### config.mk
export PLATFORM = sky130hd
export DESIGN_NAME = ula_arbitro
export DESIGN_NICKNAME = d
export VERILOG_FILES = /design/src/rtl/ula_pkg.sv /design/src/rtl/arb_rr2.sv /design/src/rtl/ula_arbitro.sv
export SDC_FILE = /design/constraint.sdc
export NUM_CORES = 1
export LEC_CHECK = 0
export CORE_ASPECT_RATIO = 0.75
export CORE_UTILIZATION = 41
export CTS_BUF_LIST = sky130_fd_sc_hd__clkbuf_8
export DETAILED_ROUTE_END_ITERATION = 8
export PLACE_DENSITY = 0.92
export REMOVE_ABC_BUFFERS = 1
export SETUP_SLACK_MARGIN = 0.02
export SYNTH_ARGS = -nofsm -noshare
export SYNTH_HDL_FRONTEND = slang
export SYNTH_SLANG_ARGS = --single-unit
### constraint.sdc
create_clock -name clk -period 1.8 [get_ports clk]
set_input_delay 0.36 -clock clk [delete_from_list [all_inputs] [get_ports clk]]
set_output_delay 0.36 -clock clk [all_outputs]
set_load 0.02 [all_outputs]
### src/rtl/ula_pkg.sv
// Shared constants for the ULA arbiter: opcodes, FSM encoding, default ALU latency.
package ula_pkg;

  localparam int         ALU_LAT_DEF = 2;
  localparam logic [2:0] OP_SOMA     = 3'b000;
  localparam logic [2:0] OP_SUB      = 3'b001;

  typedef enum logic [1:0] {
    IDLE = 2'd0,
    EXEC = 2'd1,
    RESP = 2'd2
  } state_t;

  function automatic logic op_valido(input logic [2:0] op);
    return (op == OP_SOMA) || (op == OP_SUB);
  endfunction

endpackage

### src/rtl/arb_rr2.sv
// Two-way round-robin arbiter; one-hot grant, pointer advances only on a grant.
module arb_rr2 (
  input  logic       clk,
  input  logic       rst_n,
  input  logic       en,
  input  logic [1:0] req,
  output logic [1:0] gnt
);

  // index of the requester granted last; reset to 1 so requester 0 wins first
  logic last;

  always_comb begin
    gnt = 2'b00;
    if (en) begin
      if (req == 2'b11) gnt = last ? 2'b01 : 2'b10;
      else              gnt = req;
    end
  end

  always_ff @(posedge clk or negedge rst_n) begin
    if (!rst_n)    last <= 1'b1;
    else if (|gnt) last <= gnt[1];
  end

endmodule

### src/rtl/ula_arbitro.sv
// Two requesters sharing one pipelined ALU, one operation in flight.
// Optional opcode filtering with ULA_ARBITRO_OPCHECK_EN.
module ula_arbitro
  import ula_pkg::*;
#(
  parameter int ALU_LAT = ALU_LAT_DEF
) (
  input  logic        clk,
  input  logic        rst_n,
  input  logic [1:0]  req_valid,
  output logic [1:0]  req_ready,
  input  logic [5:0]  req_op,
  input  logic [15:0] req_a,
  input  logic [15:0] req_b,
  output logic [7:0]  alu_a,
  output logic [7:0]  alu_b,
  output logic [2:0]  alu_op,
  input  logic [7:0]  alu_s,
  input  logic        alu_flag,
  output logic        rsp_valid,
  input  logic        rsp_ready,
  output logic        rsp_id,
  output logic [7:0]  rsp_s,
  output logic        rsp_flag,
  output logic        rsp_err
);

  localparam int NUM_REQ = 2;
  localparam int CW      = (ALU_LAT > 0) ? $clog2(ALU_LAT + 1) : 1;
  localparam logic [CW-1:0] CNT_MAX = CW'(ALU_LAT);

  state_t state, state_d;
  logic [NUM_REQ-1:0][2:0] op_v;
  logic [NUM_REQ-1:0][7:0] a_v, b_v;
  logic [1:0]    gnt;
  logic          gid, take, op_bad, exec_done, arb_en;
  logic [CW-1:0] cnt;

  assign op_v = req_op;
  assign a_v  = req_a;
  assign b_v  = req_b;

  // reset also masks the combinational grant so req_ready drops immediately
  assign arb_en = (state == IDLE) && rst_n;

  arb_rr2 u_arb (
    .clk   (clk),
    .rst_n (rst_n),
    .en    (arb_en),
    .req   (req_valid),
    .gnt   (gnt)
  );

  assign req_ready = gnt;
  assign take      = |gnt;
  assign gid       = gnt[1];
  assign exec_done = (state == EXEC) && (cnt == CNT_MAX);
  assign rsp_valid = (state == RESP);

`ifdef ULA_ARBITRO_OPCHECK_EN
  assign op_bad = !op_valido(op_v[gid]);
`else
  assign op_bad = 1'b0;
`endif

  always_ff @(posedge clk or negedge rst_n) begin
    if (!rst_n) state <= IDLE;
    else        state <= state_d;
  end

  always_comb begin
    state_d = state;
    case (state)
      IDLE:    if (take) state_d = op_bad ? RESP : EXEC;
      EXEC:    if (exec_done) state_d = RESP;
      RESP:    if (rsp_ready) state_d = IDLE;
      default: state_d = IDLE;
    endcase
  end

  always_ff @(posedge clk or negedge rst_n) begin
    if (!rst_n) begin
      cnt      <= '0;
      alu_a    <= '0;
      alu_b    <= '0;
      alu_op   <= '0;
      rsp_id   <= 1'b0;
      rsp_s    <= '0;
      rsp_flag <= 1'b0;
    end else begin
      if (take) begin
        cnt    <= '0;
        rsp_id <= gid;
        if (op_bad) begin
          rsp_s    <= '0;
          rsp_flag <= 1'b0;
        end else begin
          alu_a  <= a_v[gid];
          alu_b  <= b_v[gid];
          alu_op <= op_v[gid];
        end
      end else if (state == EXEC) begin
        cnt <= cnt + 1'b1;
      end
      if (exec_done) begin
        rsp_s    <= alu_s;
        rsp_flag <= alu_flag;
      end
    end
  end

`ifdef ULA_ARBITRO_OPCHECK_EN
  logic rsp_err_q;
  always_ff @(posedge clk or negedge rst_n) begin
    if (!rst_n)                rsp_err_q <= 1'b0;
    else if (take)             rsp_err_q <= op_bad;
    else if (exec_done)        rsp_err_q <= 1'b0;
  end
  assign rsp_err = rsp_err_q;
`else
  assign rsp_err = 1'b0;
`endif

endmodule

# Word-level counts from Yosys, hierarchy flattened
# Index checks and enable logic that the tools add are counted.
[word_totals] output_inout_bits=33 word_cells=39 inputBits=52 reg_bits=34
[classes] add_sub_neg=1 n_mux=15 magnitude_cmp=1 eq_ne=7 n_reduce_logical=6
[ops] cell="$mux 8" count=4
[ops] cell="$mux 2" count=8
[ops] cell="$eq 2x2->1 const B" count=3
[ops] cell="$mux 3" count=2
[ops] cell="$pmux 2 s3" count=1
[ops] cell="$ne 2x2->1 const B" count=2
[ops] cell="$reduce_and 3->1" count=1
[ops] cell="$add 2x1->2 const B" count=1
[ops] cell="$eq 2x1->1 const B" count=1
[ops] cell="$logic_and 1x1->1" count=2
[ops] cell="$logic_not 2->1" count=1
[ops] cell="$lt 1x2->1 const B" count=1
[ops] cell="$ne 2x1->1 const B" count=1
[ops] cell="$reduce_bool 2->1" count=1
[ops] cell="$reduce_or 2->1" count=1

# Longest topological paths before layout
[depth] depth_word=6 mapped_depth=5 depth_no_buf=5

# Hierarchy
# Synthesis repeated with hierarchy kept, for this count alone.
[hier_totals] hier_cells=133 area_unflattened_um2=1542.7
[by_module_without_submodules] mod="ula_arbitro" instances=1 area_per_inst_um2=1480.2 seq_area_each_um2=825.8 cells_per_inst=125
[by_module_without_submodules] mod="arb_rr2" instances=1 area_per_inst_um2=62.6 seq_area_each_um2=26.3 cells_per_inst=8

# Worst setup path before layout
# OpenSTA, ideal clock, no wires.
[synth_timing] path_kind="register -> output" start="register state[0]" end="output port req_ready[1]" n_path_buf=1 setup_slack_ps=310 arrival_ps=1130 t_required_ps=1440 stages_incl_launch_ff=4 path_cell_list="dfrtp_1 or3b_4 buf_6 nor2_4"
[synth_via] elab_chain_cells=3
[synth_lines] item="start, declared" line_no="ula_arbitro.sv:32" rtl="state_t state, state_d;"
[synth_lines] item="start signal, assigned" line_no="ula_arbitro.sv:68" rtl="else state <= state_d;"
[synth_lines] item="$logic_not 2->1" line_no="ula_arbitro.sv:44" rtl="assign arb_en = (state == IDLE) && rst_n;"
[synth_lines] item="$logic_and 1x1->1" line_no="ula_arbitro.sv:44"
[synth_lines] item="$mux 2" line_no="arb_rr2.sv:15" rtl="if (en) begin"
[synth_lines] item="end, declared" line_no="ula_arbitro.sv:11" rtl="output logic [1:0] req_ready,"
# Every way passes these cells.

# Worst setup path after layout
[layout_timing] start="register state[1]" end="output port req_ready[1]"
# The elaborated chain is that of the path after synthesis.

==> key figures <==
Die
  – Die H: 56.9 um
  – Io pins: 85
  – Core area: between 3000 and 4000 um^2
  – Chip width: 75.3 um
  – Die footprint: between 4000 and 5000 um^2
  – FP Rows: 19
  – Initial core utilization: 0.439

Placement
  – PortBufs: 83
  – Routability cong.: 0.817
  – DP Cell Count: 302
  – Post-DP HPWL: 3.55 mm
  – Dpl ws: -0.339 ns
  – Dpl cell area: 2620 um^2

Synthesis
  – Mapped Cells: 160
  – Distinct cells, synth: 31
  – EDFF count, synth: 0
  – Post-synth top flop: dfrtp_1
  – Count leader, synth: dfrtp_1
  – Share of Yosys cell area claimed by the top area cell type: 0.500
  – Synth Cell Area: 1650 um^2
  – Synth Area per Inst: 10.3 um^2
  – Area leader, netlist: dfrtp_1
  – Synth Register Bits: 34
  – Yosys Warn Count: 0
  – Sequential area share after synthesis: 0.516
  – Asr flop ratio synth: 1.00
  – Main area contributors after synthesis: dfrtp_1, a31oi_1, mux2_2
  – Synth cell count leaders: dfrtp_1, a21oi_1, nand3_1

Global route
  – First-pass GRT wire length: between 7 and 8 mm
  – Number of global-route vias before repair: between 1.5k and 2k
  – Total GRT Usage: 0.239
  – GRT overflow: 0
  – Largest net degree at the start of global routing: 40
  – Initial antenna violation count: 0

Worst setup path
  – CP Capture Type: primary output
  – CP max FO: 3
  – Startpoint types: flop
  – Critical path class: flop to primary output
  – Critical Path AT: 1.38 ns
  – CP required: between 1 and 1.5 ns
  – R2r startpoint: state[0]
  – Worst Setup SP: state[1]

Clock network
  – # H-tree levels: 2
  – Post-CTS Hold Fix Bufs: 0
  – CTS tree: done
  – CTS sink cnt: 34
  – Clk slew on worst S/H paths: approximately 0.07 ns
  – Root Driver: clkbuf_8
  – Clk_lat worst skew: roughly 0.28 ns
  – Total CTS buffers: 5
  – Max Root-Sink Buffers: 2

Routing
  – Wire per inst: about 16 um
  – Iteration count of the initial detailed-routing pass: 5
  – Drt total wl: slightly above 5 mm
  – Drc violations: 0
  – Antenna violation net count after detailed routing: 0
  – Via-per-instance ratio: roughly 5.4
  – Detailed-route via count: approximately 1.7k
  – Starting DRT DRC Count: between 100 and 150

Outcome
  – Status: complete, no violations

STA
  – Worst Slack Setup Final: 0.0637 ns
  – Period utilization: 0.965
  – Final hold vios: 0
  – Final Setup Violations: 0
  – Clk_skew: between 0.003 and 0.004 ns
  – Setup tns final: 0 ns
  – Max Clk Rate: between 500 and 600 MHz
  – Final min period: ~1.7 ns
  – Final slew viol count: 0

Run
  – Max_cap viols: 0

Power
  – Static leakage: 1.14 nW
  – Worst VDD drop: approximately 1100 uV
  – Pwr/cell area: between 1500 and 2000 nW/um^2

Cells and area
  – Layout area overhead: 69.1%
  – Ant. Diodes: 0
  – Final Non-Filler Cells: approximately 310
  – Nets: between 300 and 400
  – Util after Layout: 0.743
  – Final instance area: 2790 um^2
  – Share of cells above drive strength 1: 0.203
  – Fill cells: roughly 290

Worst hold path
  – Hold Path Class: input pin to asynchronous set/reset pin
==> through the flow <==
step / hold slack [ns] / power, mW
floorplan: 0.0644 / 2.54
detailed placement: 0.389 / 3.76
global route: 0.123 / 4.81
finish: 0.0984 / 4.57
CTS: 0.0886 / 4.45
global placement: 0.381 / 3.67
==> flip-flops by register name (all words and copies together), names as in the netlist <==
signal	count
alu_a	8
alu_b	8
rsp_s	8
alu_op	3
cnt	2
state	2
rsp_flag	1
rsp_id	1
u_arb.last	1
==> cells in the final DEF, fill, tap and decap left out, types with 5 or more instances in the layout <==
cell type | Yosys | final
nand3_1 | 20 | 19
buf_4 | 3 | 20
a31oi_1 | 19 | 19
clkdlybuf4s50_1 | 0 | 79
clkbuf_8 | 0 | 5
o21ai_1 | 19 | 19
dfrtp_1 | 33 | 33
mux2_2 | 9 | 9
a21oi_1 | 20 | 20
==> where the power goes <==
| part | switching [mW] | internal (mW) | leakage (nW) |
|---|---|---|---|
| Combinational | 1.23 | 1.26 | 0.696 |
| Clock | 0.273 | 0.407 | 0.0579 |
| Sequential | 0.238 | 1.16 | 0.387 |
| Total | 1.74 | 2.82 | 1.14 |
==> area by class of cell <==
type | instances | area [um^2] | area share
clock buffers | 5 | 68.8 | 0.0247
clock inverters | 3 | 40.0 | 0.0143
inverters | 3 | 11.3 | 0.00404
multi-input cells | 109 | 703 | 0.252
flip-flops and latches | 34 | 852 | 0.305
well taps | 52 | 65.1 | 0.0233
repair buffers | 107 | 1050 | 0.376
==> per-layer routing <==
metal / global-route usage / part of all wire / vias up
li1: - / - / 786
met1: 0.272 / 0.40 / 823
met2: 0.448 / 0.53 / 74
met3: 0.0654 / 0.066 / 2
met4: 0.0476 / 0.0027 / 0
met5: 0 / 0 / -
==> worst max-delay path, cell delays in order, from the launching register on <==
cell and delay [ns]:
dfrtp_1 0.43, or3b_4 0.44, nor2_4 0.11, buf_6 0.12
==> worst paths after layout <==
kind	endpoint	slack, ns	cells past startpoint
worst min register to register	rsp_id	0.49	1
max in group asynchronous	u_arb.last	1.42	2
worst max-delay path	req_ready[1]	0.06	3
worst max register to register	alu_b[3]	0.08	7
min in group clk	rsp_id	0.49	1
worst min-delay path	rsp_id	0.1	2
==> cell families (layout without fill, tap and decap cells) <==
kind of cell,Yosys count,count (layout),share of synthesized area
xor gates and xnor gates,1,1,0.00531
DFF,34,34,0.516
other,1,1,0.00227
and+or+nand+nor,33,33,0.118
muxes,9,9,0.0614
AOI/OAI and AO/OA,64,64,0.224
buffers and inverters,17,118,0.0644
adders and majority gates,1,1,0.00758
==> repair_timing <==
action,CTS,global route
pin swaps,0,4
gates cloned,0,1
buffers inserted,0,2
gates resized for setup,10,11
endpoints found under the setup margin,15,19
Note: power is estimated with default switching activity, not from simulation.
